**src/rtl/bpm_calculator.sv**
```systemverilog
// bpm_calculator: measures peak-to-peak intervals in valid samples and converts them to
// beats per minute (60*FS/interval) with a one-bit-per-clock restoring divider.
// Optional feature macro: BPM_AVG4_EN (divide by the mean of the last four intervals).
module bpm_calculator #(
    parameter int FS           = 100,
    parameter int CNT_W        = 12,
    parameter int BPM_W        = 8,
    parameter int MIN_INTERVAL = 25,
    parameter int MAX_INTERVAL = 300
) (
    input  logic             clk,
    input  logic             rst,
    input  logic             en,
    input  logic             valid_in,
    input  logic             peak_in,
    output logic [BPM_W-1:0] bpm,
    output logic             bpm_valid,
    output logic             busy,
    output logic             timeout,
    output logic             overrun
);
    localparam int NUM     = 60 * FS;
    localparam int DIV_W   = $clog2(NUM + 1);
    localparam int ITER_W  = $clog2(DIV_W + 1);
    localparam int BPM_MAX = (1 << BPM_W) - 1;

    localparam logic [CNT_W-1:0]  MIN_CNT   = CNT_W'(MIN_INTERVAL);
    localparam logic [CNT_W-1:0]  MAX_CNT   = CNT_W'(MAX_INTERVAL);
    localparam logic [DIV_W-1:0]  NUM_V     = DIV_W'(NUM);
    localparam logic [ITER_W-1:0] LAST_ITER = ITER_W'(DIV_W);

    typedef enum logic [1:0] {
        ST_IDLE  = 2'd0,
        ST_ARMED = 2'd1,
        ST_DIV   = 2'd2
    } state_t;

    state_t             state_r;
    logic [CNT_W-1:0]   cnt_r;
    logic [CNT_W-1:0]   divisor_r;
    logic [CNT_W-1:0]   rem_r;
    logic [DIV_W-1:0]   quo_r;
    logic [ITER_W-1:0]  iter_r;
    logic               to_pend_r;
    logic [BPM_W-1:0]   bpm_r;
    logic               bpm_valid_r;
    logic               busy_r;
    logic               timeout_r;
    logic               overrun_r;

    logic               sample_s;
    logic               peak_s;
    logic [CNT_W-1:0]   interval_s;
    logic               qualify_s;
    logic               tmo_s;
    logic [CNT_W-1:0]   divisor_in_s;
    logic               hist_full_s;
    logic [CNT_W:0]     shift_s;
    logic               q_bit_s;
    logic [CNT_W-1:0]   rem_next_s;
    logic [BPM_W-1:0]   bpm_s;

    assign sample_s   = valid_in & en;
    assign peak_s     = sample_s & peak_in;
    assign interval_s = cnt_r + CNT_W'(1);
    // A saturated counter means the interval is already past timeout, so it is never measured.
    assign qualify_s  = peak_s && (state_r != ST_IDLE) && (interval_s >= MIN_CNT) && (cnt_r != MAX_CNT);
    assign tmo_s      = en && (cnt_r == MAX_CNT);

`ifdef BPM_AVG4_EN
    logic [CNT_W-1:0] hist_r [3];
    logic [1:0]       hist_n_r;
    logic [CNT_W+1:0] sum_s;

    // The three stored intervals plus the new one form the four-entry averaging window.
    assign sum_s        = (CNT_W+2)'(interval_s) + (CNT_W+2)'(hist_r[0])
                        + (CNT_W+2)'(hist_r[1]) + (CNT_W+2)'(hist_r[2]);
    assign divisor_in_s = CNT_W'(sum_s >> 2);
    assign hist_full_s  = (hist_n_r == 2'd3);

    // History shift register; flushed whenever the FSM sits in IDLE.
    always_ff @(posedge clk) begin
        if (rst || state_r == ST_IDLE) begin
            hist_r[0] <= {CNT_W{1'b0}};
            hist_r[1] <= {CNT_W{1'b0}};
            hist_r[2] <= {CNT_W{1'b0}};
            hist_n_r  <= 2'd0;
        end else if (state_r == ST_ARMED && qualify_s) begin
            hist_r[0] <= interval_s;
            hist_r[1] <= hist_r[0];
            hist_r[2] <= hist_r[1];
            hist_n_r  <= hist_full_s ? hist_n_r : hist_n_r + 2'd1;
        end else begin
            hist_n_r  <= hist_n_r;
        end
    end
`else
    assign divisor_in_s = interval_s;
    assign hist_full_s  = 1'b1;
`endif

    // One restoring-divide step: shift in the next dividend bit, subtract if it fits.
    always_comb begin
        shift_s = {rem_r, quo_r[DIV_W-1]};
        if (shift_s >= {1'b0, divisor_r}) begin
            q_bit_s    = 1'b1;
            rem_next_s = CNT_W'(shift_s - {1'b0, divisor_r});
        end else begin
            q_bit_s    = 1'b0;
            rem_next_s = shift_s[CNT_W-1:0];
        end
    end

    // Quotient saturation to the output width.
    always_comb begin
        if (int'(quo_r) > BPM_MAX) begin
            bpm_s = {BPM_W{1'b1}};
        end else begin
            bpm_s = BPM_W'(quo_r);
        end
    end

    // Interval counter, control FSM, divider datapath and registered outputs.
    always_ff @(posedge clk) begin
        if (rst) begin
            state_r     <= ST_IDLE;
            cnt_r       <= {CNT_W{1'b0}};
            divisor_r   <= {CNT_W{1'b0}};
            rem_r       <= {CNT_W{1'b0}};
            quo_r       <= {DIV_W{1'b0}};
            iter_r      <= {ITER_W{1'b0}};
            to_pend_r   <= 1'b0;
            bpm_r       <= {BPM_W{1'b0}};
            bpm_valid_r <= 1'b0;
            busy_r      <= 1'b0;
            timeout_r   <= 1'b0;
            overrun_r   <= 1'b0;
        end else begin
            bpm_valid_r <= 1'b0;
            overrun_r   <= 1'b0;

            if (sample_s) begin
                if (peak_s && (state_r == ST_IDLE || qualify_s)) begin
                    cnt_r <= {CNT_W{1'b0}};
                end else if (cnt_r != MAX_CNT) begin
                    cnt_r <= cnt_r + CNT_W'(1);
                end else begin
                    cnt_r <= cnt_r;
                end
            end

            case (state_r)
                ST_IDLE: begin
                    if (peak_s) begin
                        state_r <= ST_ARMED;
                    end
                end
                ST_ARMED: begin
                    if (tmo_s) begin
                        state_r   <= ST_IDLE;
                        timeout_r <= 1'b1;
                        bpm_r     <= {BPM_W{1'b0}};
                    end else if (qualify_s && hist_full_s) begin
                        state_r   <= ST_DIV;
                        divisor_r <= divisor_in_s;
                        rem_r     <= {CNT_W{1'b0}};
                        quo_r     <= NUM_V;
                        iter_r    <= {ITER_W{1'b0}};
                        to_pend_r <= 1'b0;
                        busy_r    <= 1'b1;
                    end
                end
                ST_DIV: begin
                    if (qualify_s) begin
                        overrun_r <= 1'b1;
                    end
                    if (tmo_s) begin
                        to_pend_r <= 1'b1;
                    end
                    if (iter_r != LAST_ITER) begin
                        rem_r  <= rem_next_s;
                        quo_r  <= {quo_r[DIV_W-2:0], q_bit_s};
                        iter_r <= iter_r + ITER_W'(1);
                    end else begin
                        // A timeout seen during the divide re-asserts after this update clears it.
                        bpm_r       <= bpm_s;
                        bpm_valid_r <= 1'b1;
                        busy_r      <= 1'b0;
                        timeout_r   <= to_pend_r | tmo_s;
                        state_r     <= (to_pend_r | tmo_s) ? ST_IDLE : ST_ARMED;
                    end
                end
                default: begin
                    state_r <= ST_IDLE;
                    busy_r  <= 1'b0;
                end
            endcase
        end
    end

    assign bpm       = bpm_r;
    assign bpm_valid = bpm_valid_r;
    assign busy      = busy_r;
    assign timeout   = timeout_r;
    assign overrun   = overrun_r;

endmodule
```
**config.mk**
```make
export PLATFORM = sky130hd
export DESIGN_NAME = bpm_calculator
export DESIGN_NICKNAME = d
export VERILOG_FILES = /design/src/rtl/bpm_calculator.sv
export SDC_FILE = /design/constraint.sdc
export NUM_CORES = 1
export LEC_CHECK = 0
export BUFFER_PORTS_ARGS = -buffer_cell sky130_fd_sc_hd__buf_4
export CORE_UTILIZATION = 60
export CTS_CLUSTER_DIAMETER = 80
export DETAILED_ROUTE_END_ITERATION = 8
export PLACE_DENSITY = 0.79
export SLEW_MARGIN = 0
export SYNTH_ARGS = -nofsm -noshare
export SYNTH_HDL_FRONTEND = slang
export SYNTH_SLANG_ARGS = --single-unit
```
**constraint.sdc**
```tcl
create_clock -name clk -period 6.6 [get_ports clk]
set_input_delay 1.32 -clock clk [delete_from_list [all_inputs] [get_ports clk]]
set_output_delay 1.32 -clock clk [all_outputs]
set_load 0.02 [all_outputs]
```
Word-level counts from Yosys, hierarchy flattened --
Cells that the tools add are included.
Word-level totals: flip-flop bits (word level) 68, bits in latches 0, RAM bits 0, memory bits (read-only) 0, input port bits 5, memories kept 0
Operators by class: $add $sub $neg 3, multipliers 0, divide/modulo/power cells 0, magnitude comparators 3, eq/ne operators 13, shift-type cells 0, multiplexer cells 38, bitwise gates (word level) 6, reductions and logical operators 18
Operators by type and width (count):
- $mux W12 | 6
- $mux W13 | 3
- $pmux W13 S2 | 1
- $mux W8 | 3
- $pmux W12 S2 | 1
- $pmux W8 S2 | 1
- $ne A2 B2 Y1 const B | 7
- $ge A13 B12 Y1 | 1
- $gt A13 B8 Y1 const B | 1
- $add A12 B1 Y12 const B | 1
- $eq A12 B9 Y1 const B | 1
- $ge A12 B5 Y1 const B | 1
- $mux W4 | 3
- $ne A12 B9 Y1 const B | 1
- $reduce_and A4 Y1 | 3
- $sub A12 B12 Y12 | 1
- $mux W1 | 11
- $reduce_and A3 Y1 | 3
- $mux W2 | 4
- $pmux W4 S2 | 1
- $pmux W2 S3 | 1
- $reduce_bool A2 Y1 | 3
- $logic_and A1 B1 Y1 | 5
- $add A4 B1 Y4 const B | 1
- 13 further kinds | 17

Depth between registers and ports, before layout --
Gate-level depths: netlist of the first run.
depth in word-level cells 9, depth in mapped cells 12, depth with buffers taken out 10

Least setup slack after synthesis of the first run --
OpenSTA, ideal clock, no wires.
path kind register -> register, from reg cnt_r[1], to reg iter_r[0], setup time 121 ps, arrival time 2315 ps, path slack 4165 ps, stages on the path, launching flop included 12, path buffers 3, clock period less this slack 2435 ps, cells stage by stage dfxtp_1 -> ha_1 -> buf_2 -> inv_1 -> nor2_1 -> and3_1 -> xor2_1 -> o31a_1 -> buf_2 -> nor3_4 -> buf_6 -> mux2_2
On the way: cells in the longest elaborated chain, start to end 6, elaborated cells on any way between the ends 10, those cells by class add/sub (1); order compare (1); eq/ne (4); reduce/logical (4)
RTL lines:
- from (decl) | RTL line 39 | logic [CNT_W-1:0] cnt_r;
- from (signal assigned) | RTL line 127 | cnt_r <= {CNT_W{1'b0}};
- from (signal assigned) | RTL line 144 | cnt_r <= {CNT_W{1'b0}};
- from (signal assigned) | RTL line 146 | cnt_r <= cnt_r + CNT_W'(1);
- $add A12 B1 Y12 | RTL line 65 | assign interval_s = cnt_r + CNT_W'(1);
- $ge A12 B5 Y1 | RTL line 67 | assign qualify_s = peak_s && (state_r != ST_IDLE) && (interval_s >= MIN_CNT) && (cnt_r != MAX_CNT);
- $logic_and A1 B1 Y1 (2 in series) | RTL line 67
- $ne A2 B2 Y1 (no source line)
- $reduce_and A4 Y1 (no source line) (*)
- to (signal assigned) | RTL line 131 | iter_r <= {ITER_W{1'b0}};
- to (signal assigned) | RTL line 168 | iter_r <= {ITER_W{1'b0}};
- to (signal assigned) | RTL line 183 | iter_r <= iter_r + ITER_W'(1);
- to (decl) | RTL line 43 | logic [ITER_W-1:0] iter_r;
Mark *: on every way between the ends. The rest lies on a longest branch, timed or not. A chain may end at the register's enable or synchronous reset.

Worst setup path in the final report of the first run --
from reg cnt_r[0], to reg iter_r[0]
The elaborated chain is that of the path after synthesis.

==> results of run 1 <==
==> synth_stat cells, types with 3 or more instances <==
cell       number
nand2_1        28
nor2b_1         5
nand3_1        14
nand2b_1        8
o2bb2ai_2      10
buf_2           8
o211ai_1        9
buf_4           5
o21ai_0         4
inv_1          21
buf_6           3
a21oi_1        17
nor3_1         26
a21o_1          5
ha_1           17
xnor2_1        10
a22o_1          9
nor2_1         43
xor2_1          8
o22ai_1         4
and3_1          4
mux2i_1        17
clkbuf_1       10
and2_1          4
a31oi_1        11
nand4_1         7
a211oi_1       15
dfxtp_1        68
==> worst paths after layout <==
kind	slack, ns	cells past startpoint	start	end
min	0.45	2	bpm[3]$_SDFFE_PP0P_	bpm[3]$_SDFFE_PP0P_
max reg2reg	3.19	9	cnt_r[0]$_SDFFE_PP0P_	iter_r[0]$_SDFFE_PP0P_
min reg2reg	0.45	2	bpm[3]$_SDFFE_PP0P_	bpm[3]$_SDFFE_PP0P_
max	3.19	9	cnt_r[0]$_SDFFE_PP0P_	iter_r[0]$_SDFFE_PP0P_
==> kinds of logic after synthesis <==
group                    count (synthesis)
AND/OR/NAND/NOR                        156
AO/OA/AOI/OAI                          104
flip-flops                              68
buffers and inverters                   49
multiplexers                            19
XOR/XNOR                                18
adder cells (fa/ha/maj)                 18
==> placed cells by master (no fill, tap or decap), types with 2 or more instances in the layout <==
cell type	netlist	layout
a211oi_1	15	15
a21o_1	5	5
a21oi_1	17	17
a22o_1	9	9
a22oi_1	2	2
a311oi_1	2	2
a31oi_1	11	11
a32oi_1	2	2
and2_1	4	4
and3_1	4	4
buf_4	5	17
clkbuf_8	0	9
clkinv_2	0	2
clkinvlp_4	0	2
dfxtp_1	68	68
ha_1	17	17
inv_1	21	21
inv_6	0	2
mux2i_1	17	17
nand2_1	28	28
nand2b_1	8	8
nand3_1	14	14
nand3b_1	2	2
nand4_1	7	7
nor2_1	43	43
nor2b_1	5	5
nor3_1	26	26
nor4_1	2	2
o211ai_1	9	9
o21ai_0	4	4
o22ai_1	4	4
o2bb2ai_2	10	10
o31ai_1	2	2
or2_2	2	2
xnor2_1	10	10
xor2_1	8	8
==> report_power, final <==
group	switching, W	internal, W	leakage [nW]	total, W
combinational	0.0000356	0.0000169	0.891	0.0000525
sequential	0.00000572	0.000414	0.548	0.000420
clock	0.000172	0.000138	0.0860	0.000310
total	0.000213	0.000569	1.52	0.000782
==> routing by layer <==
metal	routed length, um	GRT usage	up-vias	part of all wire
met4	85	0.0737	0	0.011
met5	0	0	-	0
li1	-	-	1587	-
met2	3560	0.411	71	0.45
met1	3940	0.348	1478	0.50
met3	310	0.0578	9	0.039
==> state kept, by name, indices dropped and copies added (netlist names) <==
name       cells
bpm            8
bpm_valid      1
busy           1
cnt_r         12
divisor_r     12
iter_r         4
overrun        1
quo_r         13
rem_r         12
state_r        2
timeout        1
to_pend_r      1
==> final cells by class <==
cell class                      count  area, um2
Clock buffer                        9        124
Clock inverter                      7       51.3
Fill cell                         494       1960
Inverter                           21       78.8
Multi-Input combinational cell    315       2230
Sequential cell                    68       1360
Tap cell                           75       93.8
Timing Repair Buffer               17        128
==> per-stage QoR <==
step           area, um2  utilization  setup slack, ns  hold WS (ns)  std cells
2_1_floorplan       3820            -             4.16         0.450        432
4_1_cts             4060        0.674             3.19         0.457        512
3_5_place_dp        3890        0.645             3.21         0.445        496
5_1_grt             4060        0.674             2.95         0.482        512
3_3_place_gp        3890        0.645             3.36         0.440        496
6_report            4060        0.674             3.19         0.454        512
==> worst max-delay path, cell delays in order, from the launching register on <==
cell     delay [ns]
dfxtp_1        0.52
ha_1           0.46
inv_1          0.14
nor2_1         0.22
and3_1         0.20
xor2_1         0.16
o31a_1         0.31
buf_4          0.24
nor3_4         0.81
mux2_2         0.29
==> impl_metrics.toml, run 1 <==
[logic_synthesis]
netlist.area_leader.share = 0.356
yosys.area_share.simple = 0.206
synth.yosys.seq_area_share = 0.356
yosysWarnings = 0
synth_area_leaders = "dfxtp_1 (36%), ha_1 (5.6%), mux2i_1 (4.4%), nor2_1 (4.2%), o2bb2ai_2 (3.9%)"
synth_xor_area_frac = 0.0412
async_flop_share = 0
synth_area_um2 = 3820
synth_largest_area_cell = "dfxtp_1"
avgSynthCellArea_um2 = 8.85
syn-num-nets = 455
postSynth.topFlopCell = "dfxtp_1"
synth_fa_ha_area_frac = 0.0608
syn_inst = 432
synth_compound_area_frac = 0.224
synth_edf_count = 0
synth_top_family_by_area = "compound AO/OA/AOI/OAI gates"
synth.mux.area_fraction = 0.0504
ys_types = 63
ys_seq_elements = 68

[cts]
postCtsHoldBufs = 0
root_buffer = "clkbuf_8"
postCtsSetupBuffers = 0
clkSinkCount = 68
post_cts_resized = 0
clk_pin_slew_ns = 0.08
cts_tree = "done"
numCtsBuffers = 9
insertion_delay_ns = 0.36
htreeDepth = 3
cts_buffer_depth = 2

[route]
dr.pass1.iters = 4
routedWlPerCell_um = 15.4
drc = 0
final_antenna_net_count = 0
viasPerCell = 6.14
vias = 3145
drt_iter0_drc = 181
drt-total-wl_um = 7890

[floorplan]
fp.coreArea_um2 = 6030
initial_core_util = 0.635
die_w_um = 81.8
die-height_um = 81.8
ios = 17
core.rowCount = 28
die-area_um2 = 6700

[finish]
drive_gt1_frac = 0.124
diodes = 0
final_nets = 455
area_delta_synth_final_pct = 6.25

[global_route]
grt_pass1_vias = 2810
track_usage = 0.258
grt_antenna_before_repair = 0
grt_max_degree = 49
overflow = 0
grt_pass1_wl_um = 13300

[place]
numPortBuffers = 16
dpl.hpwl_um = 5550
gp_congestion = 0.899

[critical_path]
arrival_ns = 3.71
critPathLaunchType = "register"
criticalPathCategory = "register to register"
required_ns = 6.90
end_kind = "register"
worst-path-max-fanout = 34

[timing]
finClkSkew_ns = 0.0130
rsz0062_at_grt = "false"
final.min_clock_period_ns = 3.41
tightest_slew_ns = 0.958
slew_viol_final = 0
setup_viol = 0
min_period_over_period = 0.517
fmax_mhz = 293
finalHoldViolCount = 0
tns_ns = 0
worst_slew_margin_rel = 0.360

[power_and_ir_drop]
ir_drop_uv = 134
power_w = 0.000782
p_leak_nw = 1.52
power_density_nw_per_um2 = 192

[hold_path]
min_path_type = "register to register"

[outcome]
status = "finished clean"

[flow_run]
maxCapViolCount = 0
(Power assumes the default switching activity.)
==> inputs of run 2 (changes only) <==
==> constraint.sdc (replaced) <==
create_clock -name clk -period 3.5 [get_ports clk]
set_input_delay 0.7 -clock clk [delete_from_list [all_inputs] [get_ports clk]]
set_output_delay 0.7 -clock clk [all_outputs]
set_load 0.02 [all_outputs]
==> run 2 against run 1 <==
Against the previous run:
- sequential power rose by 88%
- global-route usage grew 1.6 points
- clock power up 87%
- register-to-register slack got worse by 3.0 ns
- die area is the same
- worst setup slack lost 3.0 ns
- flip-flop and latch count unchanged
- maximum frequency is 3.9% higher
- cell count up 1.2%
- critical path type unchanged
- largest cell class unchanged
==> impl_metrics.toml, run 2 (synthesized netlist as in run 1, its figures left out) <==
[route]
final_antenna_net_count = 0
drt_iter0_drc = 182
drc = 0
dr.pass1.iters = 4
drt-total-wl_um = 8270
routedWlPerCell_um = 16.0
viasPerCell = 6.23
vias = 3228

[power_and_ir_drop]
power_density_nw_per_um2 = 359
p_leak_nw = 1.55
power_w = 0.00148
ir_drop_uv = 269

[critical_path]
r2r_end = "iter_r[0]$_SDFFE_PP0P_"
critPathLaunchType = "register"
endpoint = "iter_r[0]$_SDFFE_PP0P_"
required_ns = 3.79
rrSetupSlack_ns = 0.22
regToRegStartpoint = "cnt_r[0]$_SDFFE_PP0P_"
arrival_ns = 3.57
worst-path-max-fanout = 20
criticalPathCategory = "register to register"
crit_start = "cnt_r[0]$_SDFFE_PP0P_"
end_kind = "register"
r2r_cells = 8

[place]
dpl.hpwl_um = 5840
gp_congestion = 0.915
numPortBuffers = 16

[cts]
clk_pin_slew_ns = 0.08
cts_buffer_depth = 2
postCtsSetupBuffers = 0
numCtsBuffers = 9
clkSinkCount = 68
cts_tree = "done"
post_cts_resized = 0
root_buffer = "clkbuf_8"
postCtsHoldBufs = 0
insertion_delay_ns = 0.35
htreeDepth = 3

[global_route]
overflow = 0
grt_pass1_vias = 3078
track_usage = 0.274
grt_max_degree = 49
grt_antenna_before_repair = 0
grt_pass1_wl_um = 14100

[timing]
setup_viol = 0
rsz0062_at_grt = "false"
fmax_mhz = 305
tightest_slew_ns = 1.03
final.min_clock_period_ns = 3.28
slew_viol_final = 0
worst_slew_margin_rel = 0.309
finClkSkew_ns = 0.00768
tns_ns = 0
finalHoldViolCount = 0
min_period_over_period = 0.938

[floorplan]
die-height_um = 81.8
ios = 17
die_w_um = 81.8
core.rowCount = 28
die-area_um2 = 6700
initial_core_util = 0.635
fp.coreArea_um2 = 6030

[flow_run]
maxCapViolCount = 0

[finish]
largest_reg_flops = 13
diodes = 0
drive_gt1_frac = 0.135
top_register = "quo_r"
final_nets = 461
final_common_cell = "dfxtp_1"
area_delta_synth_final_pct = 7.39
most-common-layout-cells = "dfxtp_1 (68), nor2_1 (43), nand2_1 (28)"

[hold_path]
min_path_type = "register to register"

[outcome]
status = "finished clean"
[run 2: changes by cell type in the layout (fill, tap and decap cells not counted), sizes merged]
cell,change
clkinvlp,+1
clkinv,-1
buf,+6
[run 2: worst min-delay path by stage]
stage	start	to	slack (ns)	depth (start not counted)
global route	bpm[1]$_SDFFE_PP0P_	bpm[1]$_SDFFE_PP0P_	0.48	2
finish	bpm[6]$_SDFFE_PP0P_	bpm[6]$_SDFFE_PP0P_	0.45	2
CTS	bpm[5]$_SDFFE_PP0P_	bpm[5]$_SDFFE_PP0P_	0.46	2
global placement	bpm[3]$_SDFFE_PP0P_	bpm[3]$_SDFFE_PP0P_	0.44	2
detailed placement	bpm[5]$_SDFFE_PP0P_	bpm[5]$_SDFFE_PP0P_	0.45	2
floorplan	rem_r[11]$_SDFFE_PP0P_	rem_r[11]$_SDFFE_PP0P_	0.45	1
[run 2: stage by stage]
stage / cells / util / area (um2) / hold WS (ns) / setup slack, ns
after detailed placement: 502 / 0.653 / 3930 / 0.445 / 0.245
after global routing: 518 / 0.682 / 4110 / 0.477 / 0.00745
final: 518 / 0.682 / 4110 / 0.454 / 0.217
after CTS: 518 / 0.682 / 4110 / 0.456 / 0.218
after floorplan: 432 / - / 3820 / 0.450 / 1.06
after global placement: 502 / 0.653 / 3930 / 0.440 / 0.376
[run 2: layer usage]
| layer | wire [um] | global-route usage | vias up |
|---|---|---|---|
| met2 | 3890 | 0.458 | 90 |
| met3 | 423 | 0.0622 | 9 |
| li1 | - | - | 1592 |
| met4 | 67 | 0.0649 | 0 |
| met5 | 0 | 0 | - |
| met1 | 3900 | 0.357 | 1537 |
[run 2: where the power goes]
| group | total (W) | switching [W] | internal [W] |
|---|---|---|---|
| logic | 0.000107 | 0.0000715 | 0.0000356 |
| clock network | 0.000579 | 0.000320 | 0.000259 |
| registers | 0.000791 | 0.0000102 | 0.000781 |
[run 2: final cells by class]
type / count / area, um2
fillers: 519 / 1920
clock inverters: 7 / 50.0
multi-input cells: 315 / 2230
inverters: 21 / 78.8
well taps: 75 / 93.8
repair buffers: 23 / 173
flip-flops and latches: 68 / 1360
clock buffers: 9 / 124
[run 2: critical path: stages (launching register included)]
cell	delay, ns
dfxtp_1	0.50
ha_1	0.48
inv_1	0.14
nor2_1	0.24
and3_1	0.22
xor2_1	0.15
o31a_1	0.36
nor3_4	0.84
mux2_2	0.31
==> inputs of run 3 (changes only) <==
--- a/config.mk
+++ b/config.mk
@@ -6,10 +6,12 @@
 export NUM_CORES = 1
 export LEC_CHECK = 0
 export BUFFER_PORTS_ARGS = -buffer_cell sky130_fd_sc_hd__buf_4
-export CORE_UTILIZATION = 60
+export CELL_PAD_IN_SITES_DETAIL_PLACEMENT = 0
+export CELL_PAD_IN_SITES_GLOBAL_PLACEMENT = 1
+export CORE_UTILIZATION = 47
 export CTS_CLUSTER_DIAMETER = 80
 export DETAILED_ROUTE_END_ITERATION = 8
-export PLACE_DENSITY = 0.79
+export PLACE_DENSITY = 0.8
 export SLEW_MARGIN = 0
 export SYNTH_ARGS = -nofsm -noshare
 export SYNTH_HDL_FRONTEND = slang
==> run 3 against run 2 <==
Against the previous run:
- maximum frequency up 6.3%
- die area is 27% higher
- register-to-register slack better by 0.19 ns
- largest cell class unchanged
- clock power rose by 35%
- combinational power barely moved
- critical path type unchanged
- cell count grew 5.4%
==> impl_metrics.toml, run 3 (synthesized netlist as in run 1, its figures left out) <==
[route]
vias = 3109
dr.pass1.iters = 4
routedWlPerCell_um = 15.3
final_antenna_net_count = 0
viasPerCell = 5.69
drt-total-wl_um = 8340
drt_iter0_drc = 163
drc = 0

[finish]
most-common-layout-cells = "dfxtp_1 (68), nor2_1 (43), nand2_1 (28)"
fill_cells = 745
final_common_cell = "dfxtp_1"
fin_area_um2 = 4220
diodes = 0
drive_gt1_frac = 0.137
area_delta_synth_final_pct = 10.3
top_register = "quo_r"
final_nets = 463
largest_reg_flops = 13
final_cells = 546

[timing]
min_period_over_period = 0.883
rsz0062_at_grt = "false"
worst_slew_margin_rel = 0.464
tns_ns = 0
slew_viol_final = 0
setup_viol = 0
tightest_slew_ns = 0.801
finalHoldViolCount = 0
final.min_clock_period_ns = 3.09
worst_slack_ns = 0.411
fmax_mhz = 324
holdWs_ns = 0.453
finClkSkew_ns = 0.0113

[cts]
root_buffer = "clkbuf_8"
numCtsBuffers = 9
post_cts_resized = 0
insertion_delay_ns = 0.34
postCtsSetupBuffers = 0
postCtsHoldBufs = 0
cts_buffer_depth = 2
htreeDepth = 3
clkSinkCount = 68
cts_tree = "done"
clk_pin_slew_ns = 0.08

[outcome]
status = "finished clean"

[critical_path]
criticalPathCategory = "register to register"
worst-path-max-fanout = 14
end_kind = "register"
arrival_ns = 3.36
required_ns = 3.77
critPathLaunchType = "register"

[floorplan]
die-area_um2 = 8500
die_w_um = 92.2
initial_core_util = 0.490
die-height_um = 92.2
ios = 17
fp.coreArea_um2 = 7810
core.rowCount = 32

[global_route]
track_usage = 0.206
grt_pass1_vias = 2827
overflow = 0
grt_pass1_wl_um = 13900
grt_antenna_before_repair = 0
grt_max_degree = 49

[place]
place_ws_ns = 0.427
gp_congestion = 0.835
dpl_cell_area_um2 = 3980
numPortBuffers = 16
dp_cells = 531
dpl.hpwl_um = 5900

[flow_run]
maxCapViolCount = 0

[power_and_ir_drop]
p_leak_nw = 1.59
power_density_nw_per_um2 = 398
ir_drop_uv = 232

[hold_path]
min_path_type = "register to register"
==> run 3: path summary, 6_finish.rpt <==
check	endpoint	depth (start not counted)	slack, ns	from
worst min register to register	bpm[6]$_SDFFE_PP0P_	2	0.45	bpm[6]$_SDFFE_PP0P_
worst max register to register	rem_r[4]$_SDFFE_PP0P_	9	0.41	cnt_r[0]$_SDFFE_PP0P_
worst max-delay path	rem_r[4]$_SDFFE_PP0P_	9	0.41	cnt_r[0]$_SDFFE_PP0P_
worst min-delay path	bpm[6]$_SDFFE_PP0P_	2	0.45	bpm[6]$_SDFFE_PP0P_
==> run 3: final cells by class <==
| cell class | instances | area, um2 | share of cell area |
|---|---|---|---|
| multi-input cells | 315 | 2230 | 0.528 |
| flip-flops and latches | 68 | 1360 | 0.323 |
| repair buffers | 25 | 188 | 0.0445 |
| well taps | 102 | 128 | 0.0302 |
| clock buffers | 9 | 124 | 0.0294 |
| clock inverters | 6 | 114 | 0.0270 |
| inverters | 21 | 78.8 | 0.0187 |
==> run 3: per-stage QoR <==
step / total power [W] / utilization
2_1_floorplan: 0.000894 / -
3_3_place_gp: 0.000916 / 0.510
3_5_place_dp: 0.000915 / 0.510
4_1_cts: 0.00170 / 0.541
5_1_grt: 0.00174 / 0.541
6_report: 0.00168 / 0.541
==> run 3: critical path: stages (launching register included) <==
cell	delay (ns)
dfxtp_1	0.49
ha_1	0.50
inv_1	0.15
nor2_1	0.23
and3_1	0.20
xor2_1	0.15
o31a_1	0.36
nor3_4	0.53
buf_4	0.30
o2bb2ai_2	0.11
==> run 3: report_power, final <==
part | internal [W] | switching [W]
Clock | 0.000470 | 0.000311
Sequential | 0.000781 | 0.0000101
Combinational | 0.0000362 | 0.0000712
Total | 0.00129 | 0.000392
==> run 3: per-layer routing <==
layer,part of all wire,up-vias,wire [um],GRT usage
met5,0,-,0,0
met4,0.011,0,91,0.0508
met3,0.035,8,291,0.0498
met2,0.45,52,3770,0.313
met1,0.50,1456,4190,0.292
li1,-,1593,-,-
